--- config.mk ---
export PLATFORM = sky130hd
export DESIGN_NAME = sysid_check_ctrl
export DESIGN_NICKNAME = d
export VERILOG_FILES = /design/src/rtl/sysid_check_ctrl.sv
export SDC_FILE = /design/constraint.sdc
export NUM_CORES = 1
export LEC_CHECK = 0
export ABC_AREA = 1
export BUFFER_PORTS_ARGS = -buffer_cell sky130_fd_sc_hd__clkbuf_2
export CAP_MARGIN = 10
export CELL_PAD_IN_SITES_DETAIL_PLACEMENT = 0
export CELL_PAD_IN_SITES_GLOBAL_PLACEMENT = 1
export CORE_MARGIN = 2
export CORE_UTILIZATION = 31
export CTS_CLUSTER_SIZE = 8
export DETAILED_ROUTE_END_ITERATION = 10
export PLACE_DENSITY_LB_ADDON = 0.1
export SYNTH_ARGS = -nofsm -noshare
export SYNTH_HDL_FRONTEND = slang
export SYNTH_SLANG_ARGS = --single-unit
--- constraint.sdc ---
create_clock -name clock -period 7.9 [get_ports clock]
set_input_delay 1.58 -clock clock [delete_from_list [all_inputs] [get_ports clock]]
set_output_delay 1.58 -clock clock [all_outputs]
set_load 0.05 [all_outputs]
--- src/rtl/sysid_check_ctrl.sv ---
// sysid_check_ctrl: reads the system-ID peripheral's ID word (address 0) and
// timestamp word (address 1) over its Avalon-MM control slave. It compares both
// words against build-time values, re-reads on a mismatch, and reports the result.
//
// Ports:
//   clock, reset        system clock, asynchronous active-high reset
//   start               single-cycle request to run a check
//   sysid_address/read  master side of the sysid slave (sole master)
//   sysid_readdata      slave read data
//   busy, done          check in progress / one-cycle end-of-check pulse
//   pass                sticky result of the last check
//   id_match, ts_match  per-word compare results of the last sampled pair
//   id_value, ts_value  last sampled words
//   attempts            attempts used in the last or current check
module sysid_check_ctrl #(
  parameter logic [31:0] EXPECTED_ID  = 32'd0,
  parameter logic [31:0] EXPECTED_TS  = 32'd1463110960,
  parameter int unsigned READ_LATENCY = 1,
  parameter int unsigned MAX_RETRIES  = 3,
  parameter bit          AUTO_START   = 1'b1
) (
  input  logic        clock,
  input  logic        reset,
  input  logic        start,
  output logic        sysid_address,
  output logic        sysid_read,
  input  logic [31:0] sysid_readdata,
  output logic        busy,
  output logic        done,
  output logic        pass,
  output logic        id_match,
  output logic        ts_match,
  output logic [31:0] id_value,
  output logic [31:0] ts_value,
  output logic [2:0]  attempts
);

  localparam logic [3:0] LatLast = 4'(READ_LATENCY);
  localparam logic [2:0] AttMax  = 3'(MAX_RETRIES + 1);

  typedef enum logic [2:0] {
    StIdle,
    StRdId,
    StRdTs,
    StCheck,
    StDone
  } state_e;

  state_e      state_q, state_d;
  logic [3:0]  lat_q, lat_d;
  logic [2:0]  attempts_q, attempts_d;
  logic        pass_q, pass_d;
  logic        id_match_q, id_match_d;
  logic        ts_match_q, ts_match_d;
  logic [31:0] id_value_q, id_value_d;
  logic [31:0] ts_value_q, ts_value_d;
  // Pending automatic start; consumed on the first edge after reset release.
  logic        auto_q;
  logic        busy_q, busy_d;
  logic        done_q, done_d;
  logic        read_q, read_d;
  logic        addr_q, addr_d;

  logic go;
  logic begin_check;
  logic id_eq;
  logic ts_eq;

  assign go    = start | auto_q;
  assign id_eq = (id_value_q == EXPECTED_ID);
  assign ts_eq = (ts_value_q == EXPECTED_TS);

  always_comb begin
    state_d     = state_q;
    lat_d       = lat_q;
    attempts_d  = attempts_q;
    pass_d      = pass_q;
    id_match_d  = id_match_q;
    ts_match_d  = ts_match_q;
    id_value_d  = id_value_q;
    ts_value_d  = ts_value_q;
    begin_check = 1'b0;

    unique case (state_q)
      StIdle: begin
        begin_check = go;
      end
      StRdId: begin
        if (lat_q == LatLast) begin
          id_value_d = sysid_readdata;
          lat_d      = 4'd0;
          state_d    = StRdTs;
        end else begin
          lat_d = lat_q + 4'd1;
        end
      end
      StRdTs: begin
        if (lat_q == LatLast) begin
          ts_value_d = sysid_readdata;
          lat_d      = 4'd0;
          state_d    = StCheck;
        end else begin
          lat_d = lat_q + 4'd1;
        end
      end
      StCheck: begin
        id_match_d = id_eq;
        ts_match_d = ts_eq;
        if (id_eq && ts_eq) begin
          pass_d  = 1'b1;
          state_d = StDone;
        end else if (attempts_q < AttMax) begin
          // Increment only below the ceiling, so attempts saturates.
          attempts_d = attempts_q + 3'd1;
          state_d    = StRdId;
        end else begin
          pass_d  = 1'b0;
          state_d = StDone;
        end
      end
      StDone: begin
        // The done pulse for this cycle is already registered; a start here
        // chains straight into a new check.
        begin_check = go;
        if (!go) state_d = StIdle;
      end
      default: state_d = StIdle;
    endcase

    if (begin_check) begin
      state_d    = StRdId;
      lat_d      = 4'd0;
      attempts_d = 3'd1;
      pass_d     = 1'b0;
      id_match_d = 1'b0;
      ts_match_d = 1'b0;
    end
  end

  // Bus and status strobes are registered from the next state so they line up
  // with state_q without any decode glitches.
  always_comb begin
    busy_d = (state_d == StRdId) || (state_d == StRdTs) || (state_d == StCheck);
    done_d = (state_d == StDone);
    read_d = (state_d == StRdId) || (state_d == StRdTs);
    addr_d = (state_d == StRdTs);
  end

  always_ff @(posedge clock or posedge reset) begin
    if (reset) begin
      state_q    <= StIdle;
      lat_q      <= 4'd0;
      attempts_q <= 3'd0;
      pass_q     <= 1'b0;
      id_match_q <= 1'b0;
      ts_match_q <= 1'b0;
      id_value_q <= 32'd0;
      ts_value_q <= 32'd0;
      auto_q     <= AUTO_START;
      busy_q     <= 1'b0;
      done_q     <= 1'b0;
      read_q     <= 1'b0;
      addr_q     <= 1'b0;
    end else begin
      state_q    <= state_d;
      lat_q      <= lat_d;
      attempts_q <= attempts_d;
      pass_q     <= pass_d;
      id_match_q <= id_match_d;
      ts_match_q <= ts_match_d;
      id_value_q <= id_value_d;
      ts_value_q <= ts_value_d;
      auto_q     <= 1'b0;
      busy_q     <= busy_d;
      done_q     <= done_d;
      read_q     <= read_d;
      addr_q     <= addr_d;
    end
  end

  assign sysid_address = addr_q;
  assign sysid_read    = read_q;
  assign busy          = busy_q;
  assign done          = done_q;
  assign pass          = pass_q;
  assign id_match      = id_match_q;
  assign ts_match      = ts_match_q;
  assign id_value      = id_value_q;
  assign ts_value      = ts_value_q;
  assign attempts      = attempts_q;

endmodule

==> impl_metrics.py, run 1 <==
metrics = {
    "outcome": {
        "status": "complete, no violations",
    },
    "final_layout": {
        "drive_gt1_frac": 0.277,
        "synthToLayoutAreaGrowth_pct": 25.2,
        "final_nets": 569,
        "fill_cells": 1206,
        "num_antenna_cells": 0,
    },
    "clocking": {
        "clk_pin_slew_worst_paths_ns": 0.06,
        "htree_levels": 3,
        "clk_path_buf_depth": 2,
        "cts_setup_buffers": 0,
        "cts_tree": "yes",
        "cts.sinks": 82,
        "cts_root_buffer": "clkbuf_16",
        "cts_made_buffers": 9,
        "ctsHoldBuffers": 0,
        "postCtsResizedCells": 0,
        "insertion_delay_ns": 0.34,
    },
    "floorplan": {
        "core_sq_um": 11400,
        "dieWidth_microns": 112,
        "die_area_sq_um": 12500,
        "initial_utilization": 0.317,
        "die_h_microns": 112,
        "rows": 39,
        "ios": 109,
    },
    "min_path": {
        "hold_depth": 2,
        "hold_start": "pass$_DFFE_PP0P_",
        "hold_class": "reg -> reg",
        "min_to": "pass$_DFFE_PP0P_",
    },
    "setup_path": {
        "critPathLaunchType": "flip-flop",
        "criticalPathCategory": "reg -> out",
        "r2r_cells": 7,
        "crit_path_cell_trace": "clkbuf_2",
        "crit_arrival_ns": 1.07,
        "critPathMaxStageDelay_ns": 0.42,
        "r2r_start": "lat_q[1]$_DFFE_PP0P_",
        "slowest_stage": "dfrtp_1",
        "path_max_fanout": 4,
        "cp_num_cells": 1,
        "critPathTopFamily": "flip-flops",
        "r2r-end": "ts_value[2]$_DFFE_PP0P_",
        "setup.worst_path.end_class": "primary output",
        "r2r_slack_ns": 5.61,
        "path_buf_inv": 1,
        "crit_required_ns": 6.32,
    },
    "timing": {
        "tightest_slew_ns": 1.07,
        "hold_violations": 0,
        "setup_tns_ns": 0,
        "fin_crit_ns": 2.65,
        "fin_ws_ns": 5.25,
        "final-setup-viol-count": 0,
        "timing.fmax_ghz": 0.378,
        "clock-skew-final_ns": 0.00996,
        "drv_slew": 0,
        "slew_headroom": 0.288,
        "rsz0062_at_grt": "false",
        "final.period_utilization": 0.335,
    },
    "global_route": {
        "grt_max_degree": 83,
        "antenna_found_initial": 0,
        "grt_pass1_vias": 2896,
        "grtUsageTotal": 0.155,
        "grt_pass1_wl_mm": 15.2,
        "overflow": 0,
    },
    "logic_synthesis": {
        "synth_top_area_frac": 0.562,
        "synth_seq_cells": 82,
        "synth_commonest_cells": "nand2_1, dfrtp_1, inv_1",
        "netlist_top_cells_area": "dfrtp_1, nand2_1, o21ai_1, inv_1, nor2_1",
        "synth.avg_cell_area_sq_um": 8.53,
        "yosysTopAreaCell": "dfrtp_1",
        "synthCells": 423,
        "syn-num-nets": 461,
        "yosysMostFrequentCell": "nand2_1",
        "ys.flop_type": "dfrtp_1",
        "synth_cell_types": 28,
        "netlist_area_sq_um": 3610,
        "synth_async_sr_flop_share": 1.00,
        "yosysWarnings": 0,
        "ys_seq_area_frac": 0.569,
        "synth_edf_count": 0,
    },
    "placement": {
        "gp_congestion": 0.750,
        "dpl_worst_slack_ns": 5.23,
        "port-buffer-count": 108,
        "place_hpwl_mm": 6.73,
    },
    "route": {
        "wl_per_cell_microns": 13.7,
        "drc": 0,
        "drt-pass1-iter-count": 4,
        "postRouteAntennaNets": 0,
        "vias": 2987,
        "viasPerCell": 4.41,
        "first_iter_violations": 143,
        "wirelength_mm": 9.32,
    },
    "job": {
        "drv_cap": 0,
    },
}
per-stage QoR:
stage          area, sq um  cells  hold WS (ns)   util
2_1_floorplan         3610    423         0.527      -
3_3_place_gp          4250    663         0.472  0.374
3_5_place_dp          4250    663         0.466  0.374
4_1_cts               4520    678         0.483  0.397
5_1_grt               4520    678         0.497  0.397
6_report              4520    678         0.480  0.397
registers in the layout (all words and copies together) (netlist names):
register and count:
attempts 3, sysid_address 1, lat_q 4, state_q 3, pass 1, ts_match 1
ts_value 32, id_value 32, done 1, busy 1, auto_q 1, sysid_read 1
id_match 1
cells in the final DEF (no fill, tap or decap), types with 2 or more instances in the layout:
cell type and count:
o21ai_0 10, nor3_2 2, nand3b_1 2, nor2_4 2, o21ai_1 45, clkbuf_1 2, a21oi_1 5, clkbuf_16 9
clkbuf_2 108, inv_2 8, ha_1 3, nor2_1 47, nand4_1 6, dfrtp_1 81, nand3_1 8, nand3_2 4
o21ai_2 5, inv_1 47, nor2_2 2, a22o_1 2, clkinvlp_4 4, nand2_1 124
how the worst max path moves through the flow:
stage,from,to,slack (ns)
6_report,ts_value[14]$_DFFE_PP0P_,ts_value[14],5.25
5_1_grt,ts_value[22]$_DFFE_PP0P_,ts_value[22],5.20
4_1_cts,ts_value[14]$_DFFE_PP0P_,ts_value[14],5.23
3_5_place_dp,reset,ts_value[4]$_DFFE_PP0P_,5.23
3_3_place_gp,reset,id_value[4]$_DFFE_PP0P_,5.22
2_1_floorplan,reset,attempts[0]$_DFFE_PP0P_,4.21
cell families (layout without fill, tap and decap cells):
family,count (synthesis),after routing,share of synthesized area
AO/OA/AOI/OAI,69,69,0.104
adder cells (fa/ha/maj),3,3,0.0104
buffers and inverters,69,181,0.0822
flip-flops,82,82,0.569
other,1,1,0.00104
AND/OR/NAND/NOR,199,199,0.233
worst min-delay path, delay by kind of cell, from the launching register on:
family / cells / cell delay (ns)
DFF: 1 / 0.35
and+or+nand+nor: 2 / 0.10
final cells by class:
cell class | count | area (sq um) | share of cell area
well taps | 143 | 179 | 0.0396
inverters | 57 | 215 | 0.0476
flip-flops and latches | 82 | 2050 | 0.455
multi-input cells | 272 | 1260 | 0.279
clock buffers | 11 | 233 | 0.0515
repair buffers | 109 | 548 | 0.121
clock inverters | 4 | 30.0 | 0.00665
layer usage:
layer	share of wire	GRT usage	wire, microns
met1	0.48	0.212	4450
met2	0.47	0.242	4340
met3	0.044	0.0419	409
met4	0.012	0.0444	114
met5	0	0	0
Power of run 1 is left out: the tool's default activity adds up to more than one toggle a clock period on the data nets, which glitch-free logic cannot reach.
==> inputs of run 2 (changes only) <==
Settings changed: ABC_AREA 1 to 0.
Clock period 7.9 ns to 2.5 ns, I/O delays scaled along.
==> run 2 against run 1 <==
  * Final area grew 2.8%
  * Critical endpoint is now id_value[10]$_DFFE_PP0P_
  * Critical path depth up 5
  * Clock skew fell by 0.0025 ns
  * Non-clock buffer count rose by 3
  * Utilization is 0.76 points higher
  * Count of clock-buffer cells in the layout stayed put
  * Sequential cell count unchanged
  * Worst setup slack worse by 4.7 ns
==> impl_metrics.py, run 2 <==
metrics = {
    "outcome": {
        "status": "complete, no violations",
    },
    "final_layout": {
        "fill_cells": 1102,
        "final_nets": 395,
        "num_antenna_cells": 0,
        "synthToLayoutAreaGrowth_pct": 27.2,
        "final_common_cell": "clkbuf_2",
        "final_cell_mix": "clkbuf_2, dfrtp_1, mux2_4, nor2_1, nand2_1",
        "drive_gt1_frac": 0.555,
    },
    "clocking": {
        "cts_setup_buffers": 0,
        "insertion_delay_ns": 0.33,
        "clk_pin_slew_worst_paths_ns": 0.06,
        "ctsHoldBuffers": 0,
        "cts_made_buffers": 9,
        "cts.sinks": 82,
        "cts_tree": "yes",
        "postCtsResizedCells": 0,
        "cts_root_buffer": "clkbuf_16",
        "clk_path_buf_depth": 2,
        "htree_levels": 3,
    },
    "setup_path": {
        "setup.worst_path.end_class": "flip-flop",
        "critPathLaunchType": "flip-flop",
        "path_max_fanout": 32,
        "crit_arrival_ns": 2.18,
        "crit_required_ns": 2.71,
        "criticalPathCategory": "reg -> reg",
    },
    "logic_synthesis": {
        "synth_edf_count": 0,
        "ys.flop_type": "dfrtp_1",
        "syn-num-nets": 279,
        "synthSimpleGateAreaFrac": 0.100,
        "yosysWarnings": 0,
        "synth.area.mux_share": 0.275,
        "synthCells": 241,
        "synth_cell_types": 38,
        "synth.avg_cell_area_sq_um": 15.1,
        "synth_async_sr_flop_share": 1.00,
        "synthXorXnorAreaFrac": 0.00480,
        "netlist_top_cells_area": "dfrtp_1, mux2_4, buf_6, mux2i_1, mux2_2",
        "synth_top_family_by_area": "multiplexers",
        "ys_seq_area_frac": 0.562,
        "yosysTopAreaCell": "dfrtp_1",
        "synth_seq_cells": 82,
        "yosysMostFrequentCell": "dfrtp_1",
        "synth_commonest_cells": "dfrtp_1, mux2_4, nor2_1",
        "netlist_area_sq_um": 3650,
        "synth_compound_area_frac": 0.0240,
        "synthAdderAreaFrac": 0.0103,
        "synth_top_area_frac": 0.555,
    },
    "global_route": {
        "overflow": 0,
        "grt_pass1_vias": 2504,
        "grtUsageTotal": 0.142,
        "grt_pass1_wl_mm": 13.9,
        "grt_max_degree": 83,
        "antenna_found_initial": 0,
    },
    "floorplan": {
        "ios": 109,
        "initial_utilization": 0.318,
        "die_h_microns": 113,
        "rows": 39,
        "core_sq_um": 11500,
        "dieWidth_microns": 113,
        "die_area_sq_um": 12700,
    },
    "route": {
        "vias": 2313,
        "drc": 0,
        "viasPerCell": 4.58,
        "first_iter_violations": 80,
        "wirelength_mm": 8.64,
        "wl_per_cell_microns": 17.1,
        "postRouteAntennaNets": 0,
        "drt-pass1-iter-count": 5,
    },
    "timing": {
        "hold_violations": 0,
        "slew_headroom": 0.564,
        "clock-skew-final_ns": 0.00750,
        "rsz0062_at_grt": "false",
        "timing.fmax_ghz": 0.508,
        "final.period_utilization": 0.788,
        "tightest_slew_ns": 0.653,
        "fin_crit_ns": 1.97,
        "setup_tns_ns": 0,
        "drv_slew": 0,
        "final-setup-viol-count": 0,
    },
    "job": {
        "drv_cap": 0,
    },
    "min_path": {
        "hold_class": "in -> async",
    },
    "placement": {
        "place_hpwl_mm": 6.07,
        "port-buffer-count": 108,
        "gp_congestion": 0.706,
    },
}
==> run 2: layout make-up <==
cell class | count | area (sq um) | area share
Inverter | 3 | 15.0 | 0.00323
Sequential cell | 82 | 2050 | 0.442
Tap cell | 143 | 179 | 0.0385
Clock buffer | 11 | 243 | 0.0523
Clock inverter | 5 | 55.1 | 0.0119
Timing Repair Buffer | 112 | 583 | 0.126
Multi-Input combinational cell | 149 | 1520 | 0.326
==> run 2: stage by stage <==
step	instance area [sq um]	setup WS, ns	utilization	std cells	hold slack (ns)
2_1_floorplan	3650	0.665	-	241	0.531
3_3_place_gp	4350	0.521	0.379	489	0.503
3_5_place_dp	4350	0.507	0.379	489	0.509
4_1_cts	4640	0.495	0.405	505	0.308
5_1_grt	4640	0.418	0.405	505	0.329
6_report	4640	0.531	0.405	505	0.261
==> run 2: worst paths after layout <==
kind                                 startpoint                  endpoint  slack [ns]  cells past startpoint
max in group asynchronous                 reset          auto_q$_DFF_PP1_        1.83                      3
min                                       reset  id_value[17]$_DFFE_PP0P_        0.26                      3
min in group clock           sysid_readdata[25]  id_value[25]$_DFFE_PP0P_        0.41                      2
min reg2reg                ts_match$_DFFE_PP0P_      ts_match$_DFFE_PP0P_        0.51                      2
max                        lat_q[1]$_DFFE_PP0P_  id_value[10]$_DFFE_PP0P_        0.53                      6
max reg2reg                lat_q[1]$_DFFE_PP0P_  id_value[10]$_DFFE_PP0P_        0.53                      6
==> run 2: cells by family (layout without fill, tap and decap cells) <==
logic type,after synthesis,in the layout
and+or+nand+nor,60,60
xor gates and xnor gates,2,2
buffers and inverters,10,131
adders and majority gates,3,3
AOI/OAI and AO/OA,13,13
other,1,1
muxes,70,70
DFF,82,82
==> run 2: critical path: stages (launching register included) <==
cell and delay (ns):
dfrtp_1 0.40, inv_1 0.06, ha_1 0.17, nor3b_4 0.15, and2b_4 0.18, nand2_4 0.48, mux2_2 0.40
==> run 2: routing by layer <==
layer  share of wire  wire length [microns]  vias to the layer above  GRT usage
met5               0                      0                        -          0
met4           0.012                    102                        0     0.0439
met2            0.49                   4240                       55      0.233
met3           0.047                    404                        8     0.0394
met1            0.45                   3900                     1156      0.182
li1                -                      -                     1094          -
Power of run 2 is left out for the same reason.
==> inputs of run 3 (changes only) <==
Clock period 2.5 ns to 2 ns, I/O delays scaled along.
==> run 3 against run 2 <==
  * Clock skew barely moved
  * Routed wire length decreased by 0.53%
  * Die area unchanged
  * Fmax up 6.2%
  * Sequential share of layout area down 1.3 points
  * Sequential cell count unchanged
  * Critical path depth is 1 lower
  * Hold slack worse by 0.18 ns
  * Utilization is 1.2 points higher
==> impl_metrics.py, run 3 (synthesis results as in run 2) <==
metrics = {
    "route": {
        "vias": 2327,
        "wl_per_cell_microns": 16.8,
        "postRouteAntennaNets": 0,
        "drc": 0,
        "drt-pass1-iter-count": 3,
        "viasPerCell": 4.54,
        "first_iter_violations": 68,
        "wirelength_mm": 8.60,
    },
    "global_route": {
        "overflow": 0,
        "grt_pass1_wl_mm": 13.9,
        "grt_max_degree": 35,
        "antenna_found_initial": 0,
        "grtUsageTotal": 0.142,
        "grt_pass1_vias": 2506,
    },
    "final_layout": {
        "synthToLayoutAreaGrowth_pct": 30.9,
        "final_nets": 403,
        "drive_gt1_frac": 0.570,
        "instances_no_fill": 513,
        "final_cell_mix": "clkbuf_2, dfrtp_1, mux2_4, nor2_1, nand2_1",
        "num_antenna_cells": 0,
        "final_cell_area_sq_um": 4780,
        "final_common_cell": "clkbuf_2",
    },
    "timing": {
        "timing.fmax_ghz": 0.539,
        "hold_violations": 0,
        "setup_tns_ns": 0,
        "clock-skew-final_ns": 0.00701,
        "tightest_slew_ns": 0.511,
        "slew_headroom": 0.659,
        "final-setup-viol-count": 0,
        "rsz0062_at_grt": "false",
        "fin_crit_ns": 1.85,
        "drv_slew": 0,
        "final.period_utilization": 0.927,
    },
    "min_path": {
        "hold_class": "in -> async",
    },
    "setup_path": {
        "critPathTopFamily": "simple AND/OR/NAND/NOR gates",
        "critPathLaunchType": "flip-flop",
        "path_max_fanout": 5,
        "path_buf_inv": 0,
        "crit_path_cell_trace": "nor4bb_2, nand4_1, nor3_4, a211o_2, mux2i_1",
        "criticalPathCategory": "reg -> reg",
        "slowest_stage": "dfrtp_1",
        "setup.worst_path.end_class": "flip-flop",
        "critPathMaxStageDelay_ns": 0.41,
        "crit_required_ns": 2.26,
        "crit_arrival_ns": 2.11,
    },
    "placement": {
        "port-buffer-count": 108,
        "place_hpwl_mm": 6.38,
        "place_inst": 496,
        "gp_congestion": 0.742,
        "place_area_sq_um": 4440,
    },
    "job": {
        "drv_cap": 0,
    },
    "floorplan": {
        "die_h_microns": 113,
        "ios": 109,
        "initial_utilization": 0.318,
        "rows": 39,
        "dieWidth_microns": 113,
        "die_area_sq_um": 12700,
        "core_sq_um": 11500,
    },
    "clocking": {
        "htree_levels": 3,
        "cts_tree": "yes",
        "clk_pin_slew_worst_paths_ns": 0.07,
        "clk_path_buf_depth": 2,
        "cts.sinks": 82,
        "cts_made_buffers": 9,
        "ctsHoldBuffers": 0,
        "insertion_delay_ns": 0.34,
        "cts_root_buffer": "clkbuf_16",
    },
    "outcome": {
        "status": "complete, no violations",
    },
}
-- run 3: layout make-up --
cell class / instances / area [sq um]
fillers: 1088 / 6690
flip-flops and latches: 82 / 2050
multi-input cells: 149 / 1530
repair buffers: 120 / 681
clock buffers: 10 / 229
well taps: 143 / 179
clock inverters: 6 / 90.1
inverters: 3 / 15.0
-- run 3: per-stage QoR --
step / worst slack [ns] / util / hold slack (ns)
2_1_floorplan: 0.165 / - / 0.531
3_3_place_gp: 0.0306 / 0.387 / 0.461
3_5_place_dp: 0.00598 / 0.387 / 0.463
4_1_cts: 0.0547 / 0.415 / 0.0972
5_1_grt: 0.0201 / 0.417 / 0.118
6_report: 0.146 / 0.417 / 0.0835
-- run 3: what timing repair did --
item,in CTS,in global routing
pin swaps,0,1
buffers inserted,0,1
gates resized for setup,1,2
cloned,0,0
endpoints found under the setup margin,3,3
-- run 3: final timing paths --
path / startpoint / to / slack [ns] / cells after the start
worst max-delay path: ts_value[27]$_DFFE_PP0P_ / attempts[0]$_DFFE_PP0P_ / 0.15 / 5
worst min-delay path: reset / id_value[17]$_DFFE_PP0P_ / 0.08 / 2
worst max register to register: ts_value[27]$_DFFE_PP0P_ / attempts[0]$_DFFE_PP0P_ / 0.15 / 5
worst min register to register: ts_match$_DFFE_PP0P_ / ts_match$_DFFE_PP0P_ / 0.51 / 2
max in group asynchronous: reset / ts_value[20]$_DFFE_PP0P_ / 1.38 / 3
min in group clock: sysid_readdata[30] / id_value[30]$_DFFE_PP0P_ / 0.31 / 2
-- run 3: worst reg2reg max path: cells and delay by family, from the launching register on --
family / cells / cell delay [ns]
AND/OR/NAND/NOR: 3 / 0.92
multiplexers: 1 / 0.20
AO/OA/AOI/OAI: 1 / 0.24
flip-flops: 1 / 0.41
-- run 3: metal layers --
| metal | up-vias | part of all wire | track usage |
|---|---|---|---|
| li1 | 1115 | - | - |
| met1 | 1152 | 0.44 | 0.183 |
| met2 | 55 | 0.50 | 0.232 |
| met3 | 5 | 0.046 | 0.0475 |
| met4 | 0 | 0.0087 | 0.0325 |
| met5 | - | 0 | 0 |
Power of run 3 is left out for the same reason.
